**src/rtl/mem_byte_write_sequencer.sv**
```systemverilog
// Turns word-granular valid/ready requests into byte writes and word reads
// on a 256x8 byte-write / 32-bit-read memory, one memory access per cycle.
module mem_byte_write_sequencer (
   input  logic        clk,
   input  logic        rst,
   input  logic        req_valid,
   output logic        req_ready,
   input  logic        req_write,
   input  logic [5:0]  req_addr,
   input  logic [31:0] req_wdata,
   input  logic [3:0]  req_be,
   output logic [7:0]  mem_addr,
   output logic [7:0]  mem_wd,
   output logic        mem_we,
   output logic        mem_re,
   input  logic [31:0] mem_rd,
   output logic        resp_valid,
   output logic [31:0] resp_rdata,
   output logic        busy
);

   typedef enum logic [1:0] {IDLE, WRITE, RD_ISSUE, RD_WAIT} state_t;

   state_t      state, state_nx;
   logic [5:0]  word_q, word_nx;
   logic [31:0] wdata_q, wdata_nx;
   logic [3:0]  pend_q, pend_nx;
   logic [7:0]  mem_addr_nx, mem_wd_nx;
   logic        mem_we_nx, mem_re_nx, resp_valid_nx;
   logic [31:0] resp_rdata_nx;
   logic [3:0]  sel_mask;
   logic [31:0] sel_data;
   logic [5:0]  sel_word;
   logic [1:0]  lane;

   // Handshake: a request transfers at a rising edge where req_valid && req_ready.
   assign req_ready = (state == IDLE) && !rst;
   assign busy      = (state != IDLE);

   always_comb begin
      state_nx      = state;
      word_nx       = word_q;
      wdata_nx      = wdata_q;
      pend_nx       = pend_q;
      mem_addr_nx   = mem_addr;
      mem_wd_nx     = mem_wd;
      mem_we_nx     = 1'b0;
      mem_re_nx     = 1'b0;
      resp_valid_nx = 1'b0;
      resp_rdata_nx = resp_rdata;

      // The first lane is issued straight from the request so mem_we rises the cycle after acceptance.
      sel_mask = (state == IDLE) ? req_be    : pend_q;
      sel_data = (state == IDLE) ? req_wdata : wdata_q;
      sel_word = (state == IDLE) ? req_addr  : word_q;
      lane     = 2'd0;
      for (int k = 3; k >= 0; k--) begin
         if (sel_mask[k]) lane = 2'(k);
      end

      case (state)
         IDLE: begin
            if (req_valid) begin
               word_nx  = req_addr;
               wdata_nx = req_wdata;
               pend_nx  = req_be;
               if (!req_write) begin
                  mem_re_nx   = 1'b1;
                  mem_addr_nx = {req_addr, 2'b00};
                  state_nx    = RD_ISSUE;
               end else if (req_be != 4'b0) begin
                  mem_we_nx   = 1'b1;
                  mem_addr_nx = {sel_word, lane};
                  mem_wd_nx   = sel_data[8*lane +: 8];
                  pend_nx     = sel_mask & ~(4'b0001 << lane);
                  state_nx    = WRITE;
               end
            end
         end
         WRITE: begin
            if (pend_q != 4'b0) begin
               mem_we_nx   = 1'b1;
               mem_addr_nx = {sel_word, lane};
               mem_wd_nx   = sel_data[8*lane +: 8];
               pend_nx     = sel_mask & ~(4'b0001 << lane);
            end else begin
               state_nx = IDLE;
            end
         end
         RD_ISSUE: state_nx = RD_WAIT;
         RD_WAIT: begin
            resp_valid_nx = 1'b1;
            resp_rdata_nx = mem_rd;
            state_nx      = IDLE;
         end
         default: state_nx = IDLE;
      endcase
   end

   always_ff @(posedge clk or posedge rst) begin
      if (rst) begin
         state      <= IDLE;
         word_q     <= '0;
         wdata_q    <= '0;
         pend_q     <= '0;
         mem_addr   <= '0;
         mem_wd     <= '0;
         mem_we     <= 1'b0;
         mem_re     <= 1'b0;
         resp_valid <= 1'b0;
         resp_rdata <= '0;
      end else begin
         state      <= state_nx;
         word_q     <= word_nx;
         wdata_q    <= wdata_nx;
         pend_q     <= pend_nx;
         mem_addr   <= mem_addr_nx;
         mem_wd     <= mem_wd_nx;
         mem_we     <= mem_we_nx;
         mem_re     <= mem_re_nx;
         resp_valid <= resp_valid_nx;
         resp_rdata <= resp_rdata_nx;
      end
   end

endmodule

```
**config.mk**
```make
export PLATFORM = sky130hd
export DESIGN_NAME = mem_byte_write_sequencer
export DESIGN_NICKNAME = d
export VERILOG_FILES = /design/src/rtl/mem_byte_write_sequencer.sv
export SDC_FILE = /design/constraint.sdc
export NUM_CORES = 1
export LEC_CHECK = 0
export CAP_MARGIN = 20
export CELL_PAD_IN_SITES_DETAIL_PLACEMENT = 1
export CELL_PAD_IN_SITES_GLOBAL_PLACEMENT = 1
export CORE_ASPECT_RATIO = 0.5
export CORE_UTILIZATION = 40
export DETAILED_ROUTE_END_ITERATION = 6
export PLACE_DENSITY_LB_ADDON = 0.1
export SYNTH_ARGS = -nofsm -noshare
export SYNTH_HDL_FRONTEND = slang
export SYNTH_SLANG_ARGS = --single-unit
```
**constraint.sdc**
```tcl
create_clock -name clk -period 6.9 [get_ports clk]
set_input_delay 0.69 -clock clk [delete_from_list [all_inputs] [get_ports clk]]
set_output_delay 0.69 -clock clk [all_outputs]
set_load 0.01 [all_outputs]
```
==> metrics.md, run 1 <==
| Metric | Value |
|---|---|
| CTS tree | yes |
| IO Port Bufs | 130 |
| Routability cong. | 0.8156 |
| Syn_nets | 449 |
| Largest family of logic cells by synthesized area | multiplexers |
| Syn avg cell area | 12.03 µm² |
| Post-synth EDFFs | 0 |
| Num rows | 26 |
| Number of synthesized register bits | 95 |
| Post_cts resized | 0 |
| Final-report max-slew violation count | 0 |
| Global-route wire length before repair | 19650 µm |
| Ys Warns | 0 |
| Vias in the first global route | about 3800 |
| CTS Buffer Depth | 2 |
| Die X-Extent | 151.4 µm |
| Leakage | 2.584 nW |
| Tightest Pin Transition | 793.7 ps |
| Final core utilization | 58.93% |
| Post-synthesis async set-or-reset flop share | 100.0% |
| Synth Cell Area | 0.004463 mm² |
| Sequential area share after synthesis | 53.27% |
| Status | finished, final reports clean |
| Drt via density | 5.275 |
| Crit path kind | reg2out |
| Worst skew pair latency | 340 ps |
| Most numerous cell in the Yosys netlist | dfrtp_1 |
| Setup violations, final | 0 |
| # Post-CTS Setup Buffers | 0 |
| Clk slew on worst S/H paths | around 70 ps |
| Die area | 0.01161 mm² |
| All-Layer GR Usage | 22.28% |
| Total gr overflow | 0 |
| Ant diodes | 0 |
| Simple-Gate Fraction of Synth Area | 10.04% |
| CP required | 6210 ps |
| Setup crit end kind | output port |
| Chip Height | 76.69 µm |
| Top post-synthesis cells by count | 95 x dfrtp_1, 70 x mux2_2, 48 x nand2_1 |
| Initial antenna violation count | 0 |
| CP max FO | 44 |
| Layout area overhead | 38.74% |
| Detailed-route wire length | 11940 µm |
| Antenna Nets Post-Route | 0 |
| Pin count of the biggest net entering global routing | 62 |
| Net total in the final layout | 573 |
| H-tree levels | 3 |
| Inserted Clock Buffers | 9 |
| Worst min-delay path category | reg2reg |
| Vias | approximately 3400 |
| Period utilisation layout | between 40 and 50% |
| Synth Area in Adders | 0% |
| RSZ-0062 raised after global routing | false |
| Yosys top cell area share | 53.27% |
| Peak supply drop | 0.0001950 V |
| Post-synth cell types | 42 |
| I/O Pins | 131 |
| Mux share of post-synthesis cell area | between 20% and 30% |
| Post-synthesis compound-gate area fraction | 12.34% |
| Detailed Place HPWL | 8664 µm |
| Fmax | 0.2954 GHz |
| Drt pass-1 iters | 4 |
| Final Skew | 8.008 ps |
| XOR/XNOR share of the synthesized area | 0% |
| Initial DRC Count | between 150 and 200 |
| Final hold viol count | 0 |
| Post-layout min period | around 3400 ps |
| Mapped Cells | 371 |
| FILL cells | 1073 |
| Core Area | 0.01051 mm² |
| DR WL/cell | ~19 µm |
| Setup TNS | 0 ps |
| Rel. slew slack | 47.08% |
| Clk sinks | 95 |
| Leading area contributor after synthesis | dfrtp_1 |
| Hold Buf Count CTS | 0 |
| Max_cap viols | 0 |
| Crit path DAT | between 2000 and 3000 ps |
| Root Buffer | clkbuf_16 |
| Layout cells sized above 1 | 22.80% |
| Top FF cell, synth | dfrtp_1 |
| Initial Utilization | approximately 42% |
| R2R Setup Slk | approximately 4000 ps |
| Largest cells by area after synthesis | dfrtp_1 53%, mux2_2 18%, nand2_1 4.0%, mux2i_1 3.6%, a21oi_1 2.7% |
| DR DRC count | 0 |
| Power density over cell area | ~490 mW/mm² |
| CP Launch Type | register |
-- per-stage QoR --
stage	worst slack (ps)	area, µm²	std cells	power [mW]	hold slack, ps
2_1_floorplan	3733	4463	371	1.943	478.7
3_3_place_gp	3902	5848	624	2.446	464.6
3_5_place_dp	3759	5848	624	2.503	475.2
4_1_cts	3495	6192	640	3.100	489.9
5_1_grt	3300	6192	640	3.266	507.0
6_report	3515	6192	640	3.058	483.9
-- worst max-delay path: stages, from the launching register on --
cell,delay (ps)
dfrtp_1,520
nor2_8,620
inv_2,460
nor2_1,180
clkdlybuf4s50_1,560
-- state kept, by name (all words and copies together) (netlist names) --
register	count
state	2
resp_rdata	32
mem_we	1
wdata_q	32
mem_re	1
pend_q	4
resp_valid	1
word_q	6
mem_wd	8
mem_addr	8
-- worst paths after layout --
kind,start,to,cells after the start
hold reg to reg,mem_addr[3]$_DFFE_PP0P_,mem_addr[3]$_DFFE_PP0P_,2
max in group asynchronous,rst,mem_addr[1]$_DFFE_PP0P_,3
setup / recovery,state[0]$_DFFE_PP0P_,req_ready,4
min in group asynchronous,rst,resp_rdata[2]$_DFFE_PP0P_,2
setup reg to reg,state[0]$_DFFE_PP0P_,mem_wd[6]$_DFFE_PP0P_,6
hold / removal,mem_addr[3]$_DFFE_PP0P_,mem_addr[3]$_DFFE_PP0P_,2
-- final cells by class --
cell class                      count  area, µm²  area share, %
Clock inverter                      6      115.1          1.859
Sequential cell                    95       2377          38.39
Tap cell                          140      175.2          2.829
Timing Repair Buffer              133       1324          21.38
Multi-Input combinational cell    250       1947          31.44
Clock buffer                       10      229.0          3.698
Inverter                            6      25.02         0.4041
-- layout by cell type (no fill, tap or decap), types with 2 or more instances in the layout --
cell type / Yosys / final
a21oi_1: 24 / 24
a31oi_4: 2 / 2
buf_4: 1 / 3
bufinv_16: 0 / 3
clkbuf_16: 0 / 9
clkdlybuf4s50_1: 0 / 130
dfrtp_1: 95 / 95
inv_1: 5 / 4
inv_6: 0 / 2
mux2_2: 70 / 70
mux2i_1: 16 / 16
nand2_1: 48 / 48
nand2_2: 7 / 7
nand3_1: 16 / 16
nor2_1: 8 / 8
nor3_1: 2 / 2
o21a_1: 8 / 8
o21ai_0: 12 / 12
o21ai_2: 8 / 8
o32a_1: 8 / 8
or4_1: 2 / 2
-- power breakdown --
part | internal, mW | total, mW | switching, mW
combinational | 0.758 | 1.45 | 0.694
sequential | 0.844 | 1.03 | 0.190
clock | 0.357 | 0.573 | 0.216
total | 1.96 | 3.06 | 1.10
-- logic make-up after synthesis --
family	count (synthesis)
and+or+nand+nor	91
muxes	86
buffers and inverters	26
AOI/OAI and AO/OA	73
DFF	95
-- per-layer routing --
layer  share of wire (%)  vias up  routed length (µm)  track usage, %
li1                    -     1578                   -               -
met1                  42     1686                4958           26.93
met2                  48       98                5722           36.12
met3                 9.5       14                1132           9.940
met4                 1.0        0                 121           5.500
met5                   0        -                   0               0
(Power assumes the default switching activity.)
==> run 2: changes to the inputs <==
CORE_UTILIZATION = 33   (was 40)
clock period = 3 ns   (was 6.9 ns; I/O delays follow)
==> run 2 against run 1 <==
The run now ends with design-rule violations left. Setup slack lost 2900 ps. Sequential power is 130% higher. Die area rose by 21%.
==> metrics.md, run 2 (synthesized netlist as in run 1, its figures left out) <==
| Metric | Value |
|---|---|
| Status | complete, but fails checks (was finished, final reports clean) |
| Failing checks | design-rule violations |
| Setup violations, final | 0 (unchanged) |
| Total gr overflow | 0 (unchanged) |
| Fmax | 0.4180 GHz |
| Drt pass-1 iters | 6 (was 4) |
| Initial Utilization | 34.55% (was 42.47%) |
| Final worst setup slack | 607.5 ps (was 3515 ps) |
| Pre-CTS setup slack | 597.2 ps (was 3759 ps) |
| Layout cells sized above 1 | 24.11% (was 22.80%) |
| Tightest Pin Transition | 683.0 ps (was 793.7 ps) |
| Core Area | 0.01292 mm² (was 0.01051 mm²) |
| Initial antenna violation count | 0 (unchanged) |
| CTS Buffer Depth | 2 (unchanged) |
| FF-to-FF path depth | 6 (unchanged) |
| Chip Height | 84.23 µm (was 76.69 µm) |
| IO Port Bufs | 130 (unchanged) |
| Hold Buf Count CTS | 0 (unchanged) |
| CTS tree | yes (unchanged) |
| Num rows | 29 (was 26) |
| CP Launch Type | register (unchanged) |
| Power density over cell area | 1117 mW/mm² (was 493.9 mW/mm²) |
| Ant diodes | 0 (unchanged) |
| Setup crit end kind | register (was output port) |
| CP max FO | 23 (was 44) |
| DP Area | 0.005966 mm² (was 0.005848 mm²) |
| Drt via density | 4.984 (was 5.275) |
| Initial DRC Count | 174 (was 165) |
| Worst min-delay path category | in2async (was reg2reg) |
| Commonest non-fill, non-tap cells in the layout | 130 x clkdlybuf4s50_1, 95 x dfrtp_1, 70 x mux2_2, 47 x nand2_1, 24 x a21oi_1 (was 130 x clkdlybuf4s50_1, 95 x dfrtp_1, 70 x mux2_2, 48 x nand2_1, 24 x a21oi_1) |
| DR DRC count | 6 (was 0) |
| # Post-CTS Setup Buffers | 0 (unchanged) |
| Final Skew | 7.105 ps (was 8.008 ps) |
| Max_cap viols | 0 (unchanged) |
| Global-route wire length before repair | 19260 µm (was 19650 µm) |
| Final-report max-slew violation count | 0 (unchanged) |
| Worst skew pair latency | 340 ps (about the same) |
| Setup TNS | 0 ps (unchanged) |
| Commonest non-fill, non-tap cell in the layout | clkdlybuf4s50_1 (unchanged) |
| FILL cells | 1353 (was 1073) |
| Peak supply drop | 0.0003699 V (was 0.0001950 V) |
| DR WL/cell | 17.50 µm (was 18.65 µm) |
| Root Buffer | clkbuf_16 (unchanged) |
| Vias | 3369 (was 3376) |
| Crit path DAT | 2610 ps (was 2690 ps) |
| Final core utilization | 48.67% (was 58.93%) |
| Routability cong. | 0.7887 (was 0.8156) |
| H-tree levels | 3 (unchanged) |
| Die X-Extent | 166.5 µm (was 151.4 µm) |
| RSZ-0062 raised after global routing | false (unchanged) |
| Post_cts resized | 0 (unchanged) |
| Pin count of the biggest net entering global routing | 46 (was 62) |
| Tot Pwr | 7.020 mW (was 3.058 mW) |
| I/O Pins | 131 (unchanged) |
| Detailed Place HPWL | 8528 µm (was 8664 µm) |
| Layout area overhead | 40.87% (was 38.74%) |
| All-Layer GR Usage | 17.83% (was 22.28%) |
| Die area | 0.01402 mm² (was 0.01161 mm²) |
| CP required | 3220 ps (was 6210 ps) |
| Final hold viol count | 0 (unchanged) |
| Footprint of the multi-input gates | 0.001949 mm² (was 0.001947 mm²) |
| Leakage | 2.623 nW (was 2.584 nW) |
| Fin area | 0.006287 mm² (was 0.006192 mm²) |
| Vias in the first global route | 3558 (was 3787) |
| Net total in the final layout | 580 (was 573) |
| Post-layout min period | between 2000 and 2500 ps |
| Clk slew on worst S/H paths | 70 ps (about the same) |
| Detailed-route wire length | 11830 µm (was 11940 µm) |
| Period utilisation layout | 79.75% |
| Crit path kind | reg2reg (was reg2out) |
| Register area | 0.002377 mm² (unchanged) |
| Top flop regs | resp_rdata x32, wdata_q x32 (unchanged) |
| Antenna Nets Post-Route | 0 (unchanged) |
| Inserted Clock Buffers | 9 (unchanged) |
| Clk sinks | 95 (unchanged) |
| Rel. slew slack | 54.19% (was 47.08%) |
[run 2: cell types whose count changed in the layout (fill, tap and decap cells not counted), moves of 2 or more]
cell	previous run	this run
buf_4	3	8
buf_12	0	2
inv_6	2	0
clkinv_4	0	2
[run 2: worst paths after layout]
path                                         start  slack [ps]                         to
hold / removal                                 rst         350  resp_rdata[4]$_DFFE_PP0P_
max in group asynchronous                      rst        2030    wdata_q[22]$_DFFE_PP0P_
hold reg to reg            mem_addr[2]$_DFFE_PP0P_         480    mem_addr[2]$_DFFE_PP0P_
setup / recovery              state[0]$_DFFE_PP0P_         610      mem_wd[0]$_DFFE_PP0P_
min in group clk           mem_addr[2]$_DFFE_PP0P_         480    mem_addr[2]$_DFFE_PP0P_
setup reg to reg              state[0]$_DFFE_PP0P_         610      mem_wd[0]$_DFFE_PP0P_
[run 2: layout make-up]
type	count	share of cell area [%]
multi-input cells	250	31.00
inverters	6	0.3980
repair buffers	140	22.29
flip-flops and latches	95	37.81
well taps	170	3.383
clock inverters	5	1.313
clock buffers	10	3.801
[run 2: critical path, cell delays in order, from the launching register on]
cell	delay, ps
dfrtp_1	530
nor2_8	330
buf_4	340
mux2i_1	230
a31oi_4	390
a21oi_1	80
o32a_1	360
[run 2: report_power, final]
part / total [mW] / internal, mW / switching, mW / leakage [nW]
Clock: 1.25 / 0.751 / 0.500 / 0.159
Sequential: 2.36 / 1.94 / 0.418 / 1.12
Combinational: 3.41 / 1.81 / 1.60 / 1.34
[run 2: through the flow]
step | cells | hold slack (ps)
after floorplan | 371 | 366.4
after global placement | 661 | 463.5
after detailed placement | 661 | 470.0
after CTS | 676 | 361.4
after global routing | 676 | 411.6
final | 676 | 348.9
[run 2: per-layer routing]
| layer | vias up | part of all wire [%] | global-route usage [%] |
|---|---|---|---|
| met5 | - | 0 | 0 |
| met2 | 98 | 41 | 25.29 |
| met4 | 0 | 1.1 | 5.135 |
| li1 | 1589 | - | - |
| met3 | 11 | 9.5 | 8.439 |
| met1 | 1671 | 48 | 24.06 |
==> run 3: changes to the inputs <==
clock period = 2.06 ns   (was 3 ns; I/O delays follow)
==> run 3 against run 2 <==
The flow still finishes with violations (design-rule violations). Cell count up 3.7%. Utilization increased by 1.6 points. Wire length increased by 2.2%.
==> metrics.md, run 3 (synthesized netlist as in run 1, its figures left out) <==
| Metric | Value |
|---|---|
| Global-route wire length before repair | 20020 µm (was 19260 µm) |
| CP startpoint | state[0]$_DFFE_PP0P_ (unchanged) |
| RSZ-0062 raised after global routing | false (unchanged) |
| Initial Utilization | 34.55% (unchanged) |
| Hold Buf Count CTS | 0 (unchanged) |
| Max_cap viols | 0 (unchanged) |
| Commonest non-fill, non-tap cells in the layout | 129 x clkdlybuf4s50_1, 93 x dfrtp_1, 70 x mux2_2, 47 x nand2_1, 29 x buf_4 (was 130 x clkdlybuf4s50_1, 95 x dfrtp_1, 70 x mux2_2, 47 x nand2_1, 24 x a21oi_1) |
| Detailed Place HPWL | 8707 µm (was 8528 µm) |
| Layout area overhead | 45.44% (was 40.87%) |
| Drt via density | 4.837 (was 4.984) |
| CP required | 2340 ps (was 3220 ps) |
| Layout cells sized above 1 | 28.06% (was 24.11%) |
| Footprint of the multi-input gates | 0.001959 mm² (was 0.001949 mm²) |
| Layout Cells excl Fill | 701 (was 676) |
| Initial antenna violation count | 0 (unchanged) |
| Worst skew pair latency | 340 ps (about the same) |
| CP Launch Type | register (unchanged) |
| DP Area | 0.006185 mm² (was 0.005966 mm²) |
| # Post-CTS Setup Buffers | 0 (unchanged) |
| Setup TNS | 0 ps (unchanged) |
| Status | complete, but fails checks (unchanged) |
| Initial DRC Count | 131 (was 174) |
| Detailed-route wire length | 12080 µm (was 11830 µm) |
| Net total in the final layout | 604 (was 580) |
| All-Layer GR Usage | 18.42% (was 17.83%) |
| Num rows | 29 (unchanged) |
| Tightest Pin Transition | 413.8 ps (was 683.0 ps) |
| Routability cong. | 0.7780 (was 0.7887) |
| FF-to-FF path depth | 7 (was 6) |
| Commonest non-fill, non-tap cell in the layout | clkdlybuf4s50_1 (unchanged) |
| Die area | 0.01402 mm² (unchanged) |
| IO Port Bufs | 130 (unchanged) |
| Core Area | 0.01292 mm² (unchanged) |
| FILL cells | 1409 (was 1353) |
| Final-report max-slew violation count | 0 (unchanged) |
| Top flop regs | resp_rdata x32, wdata_q x32 (unchanged) |
| Final hold viol count | 0 (unchanged) |
| Reg2reg end | mem_wd[4]$_DFFE_PP0P_ (was mem_wd[0]$_DFFE_PP0P_) |
| DR DRC count | 6 (unchanged) |
| Fin area | 0.006491 mm² (was 0.006287 mm²) |
| Setup violations, final | 0 (unchanged) |
| Inserted Clock Buffers | 9 (unchanged) |
| Fmax | 0.5037 GHz (was 0.4180 GHz) |
| Clk sinks | 95 (unchanged) |
| CTS Buffer Depth | 2 (unchanged) |
| Power density over cell area | 1626 mW/mm² (was 1117 mW/mm²) |
| Root Buffer | clkbuf_16 (unchanged) |
| Worst min-delay path category | in2async (unchanged) |
| I/O Pins | 131 (unchanged) |
| Peak supply drop | 0.0005719 V (was 0.0003699 V) |
| CP max FO | 8 (was 23) |
| Clk slew on worst S/H paths | 70 ps (about the same) |
| Setup crit end kind | register (unchanged) |
| DR WL/cell | 17.24 µm (was 17.50 µm) |
| CTS tree | yes (unchanged) |
| Rel. slew slack | 72.41% (was 54.19%) |
| Chip Height | 84.23 µm (unchanged) |
| Period utilisation layout | 96.37% (was 79.75%) |
| Leakage | 2.743 nW (was 2.623 nW) |
| Die X-Extent | 166.5 µm (unchanged) |
| Crit path kind | reg2reg (unchanged) |
| Crit path DAT | 2260 ps (was 2610 ps) |
| Final Skew | 12.71 ps (was 7.105 ps) |
| Pin count of the biggest net entering global routing | 64 (was 46) |
| R2R Setup Slk | 70 ps (was 610 ps) |
| DP Cell Count | 685 (was 661) |
| Vias | 3391 (was 3369) |
| Failing checks | design-rule violations (unchanged) |
| Post-layout min period | 1985 ps (was 2392 ps) |
| H-tree levels | 3 (unchanged) |
| Register area | 0.002380 mm² (was 0.002377 mm²) |
| Total gr overflow | 0 (unchanged) |
| Vias in the first global route | 3706 (was 3558) |
| Ant diodes | 0 (unchanged) |
| Drt pass-1 iters | 6 (unchanged) |
| R2r startpoint | state[0]$_DFFE_PP0P_ (unchanged) |
| Antenna Nets Post-Route | 0 (unchanged) |
[run 3: changes by cell type in the layout (fill, tap and decap cells not counted), moves of 2 or more]
cell and delta:
buf_4 +21, buf_12 +3, inv_6 +3, clkinv_4 -2, dfrtp_1 -2, dfrtp_2 +2
[run 3: where the power goes]
part / internal (mW) / total [mW] / leakage [nW] / switching (mW)
logic: 2.97 / 5.49 / 1.47 / 2.52
registers: 2.83 / 3.36 / 1.12 / 0.533
clock network: 0.952 / 1.70 / 0.148 / 0.750
[run 3: worst max-delay path by stage]
stage / to / cells after the start
after floorplan: mem_wd[0]$_DFFE_PP0P_ / 5
after global placement: mem_wd[4]$_DFFE_PP0P_ / 6
after detailed placement: mem_wd[5]$_DFFE_PP0P_ / 6
after CTS: mem_wd[5]$_DFFE_PP0P_ / 6
after global routing: mem_wd[5]$_DFFE_PP0P_ / 7
final: mem_wd[4]$_DFFE_PP0P_ / 7
[run 3: final cells by class]
cell class	instances	area share (%)
Sequential cell	95	36.66
Clock inverter	6	1.022
Clock buffer	10	3.527
Tap cell	170	3.277
Timing Repair Buffer	164	24.92
Inverter	6	0.4048
Multi-Input combinational cell	250	30.19
[run 3: through the flow]
step	power (mW)	utilization [%]	setup slack (ps)	hold WS (ps)
after floorplan	6.508	-	328.3	272.4
after global placement	8.789	47.88	-23.67	462.0
after detailed placement	8.926	47.88	-149.9	471.7
after CTS	10.69	50.17	10.20	364.4
after global routing	11.31	50.25	3.573	403.2
final	10.56	50.25	74.85	343.5
[run 3: critical path, stage by stage (launching register included)]
cell     delay (ps)
dfrtp_2         450
buf_4           180
or4_1           530
o31ai_2         130
a31oi_4         150
buf_12          170
a21oi_1         150
o32a_1          180
[run 3: repair_timing]
item | in CTS | in global routing
setup endpoints to repair | 2 | 8
resized for setup | 3 | 2
gates cloned | 0 | 0
[run 3: metal layers]
| layer | track usage (%) | vias up | wire (µm) |
|---|---|---|---|
| met2 | 26.97 | 100 | 5094 |
| met1 | 24.97 | 1635 | 5727 |
| li1 | - | 1647 | - |
| met5 | 0 | - | 0 |
| met4 | 4.630 | 0 | 117 |
| met3 | 7.921 | 9 | 1143 |
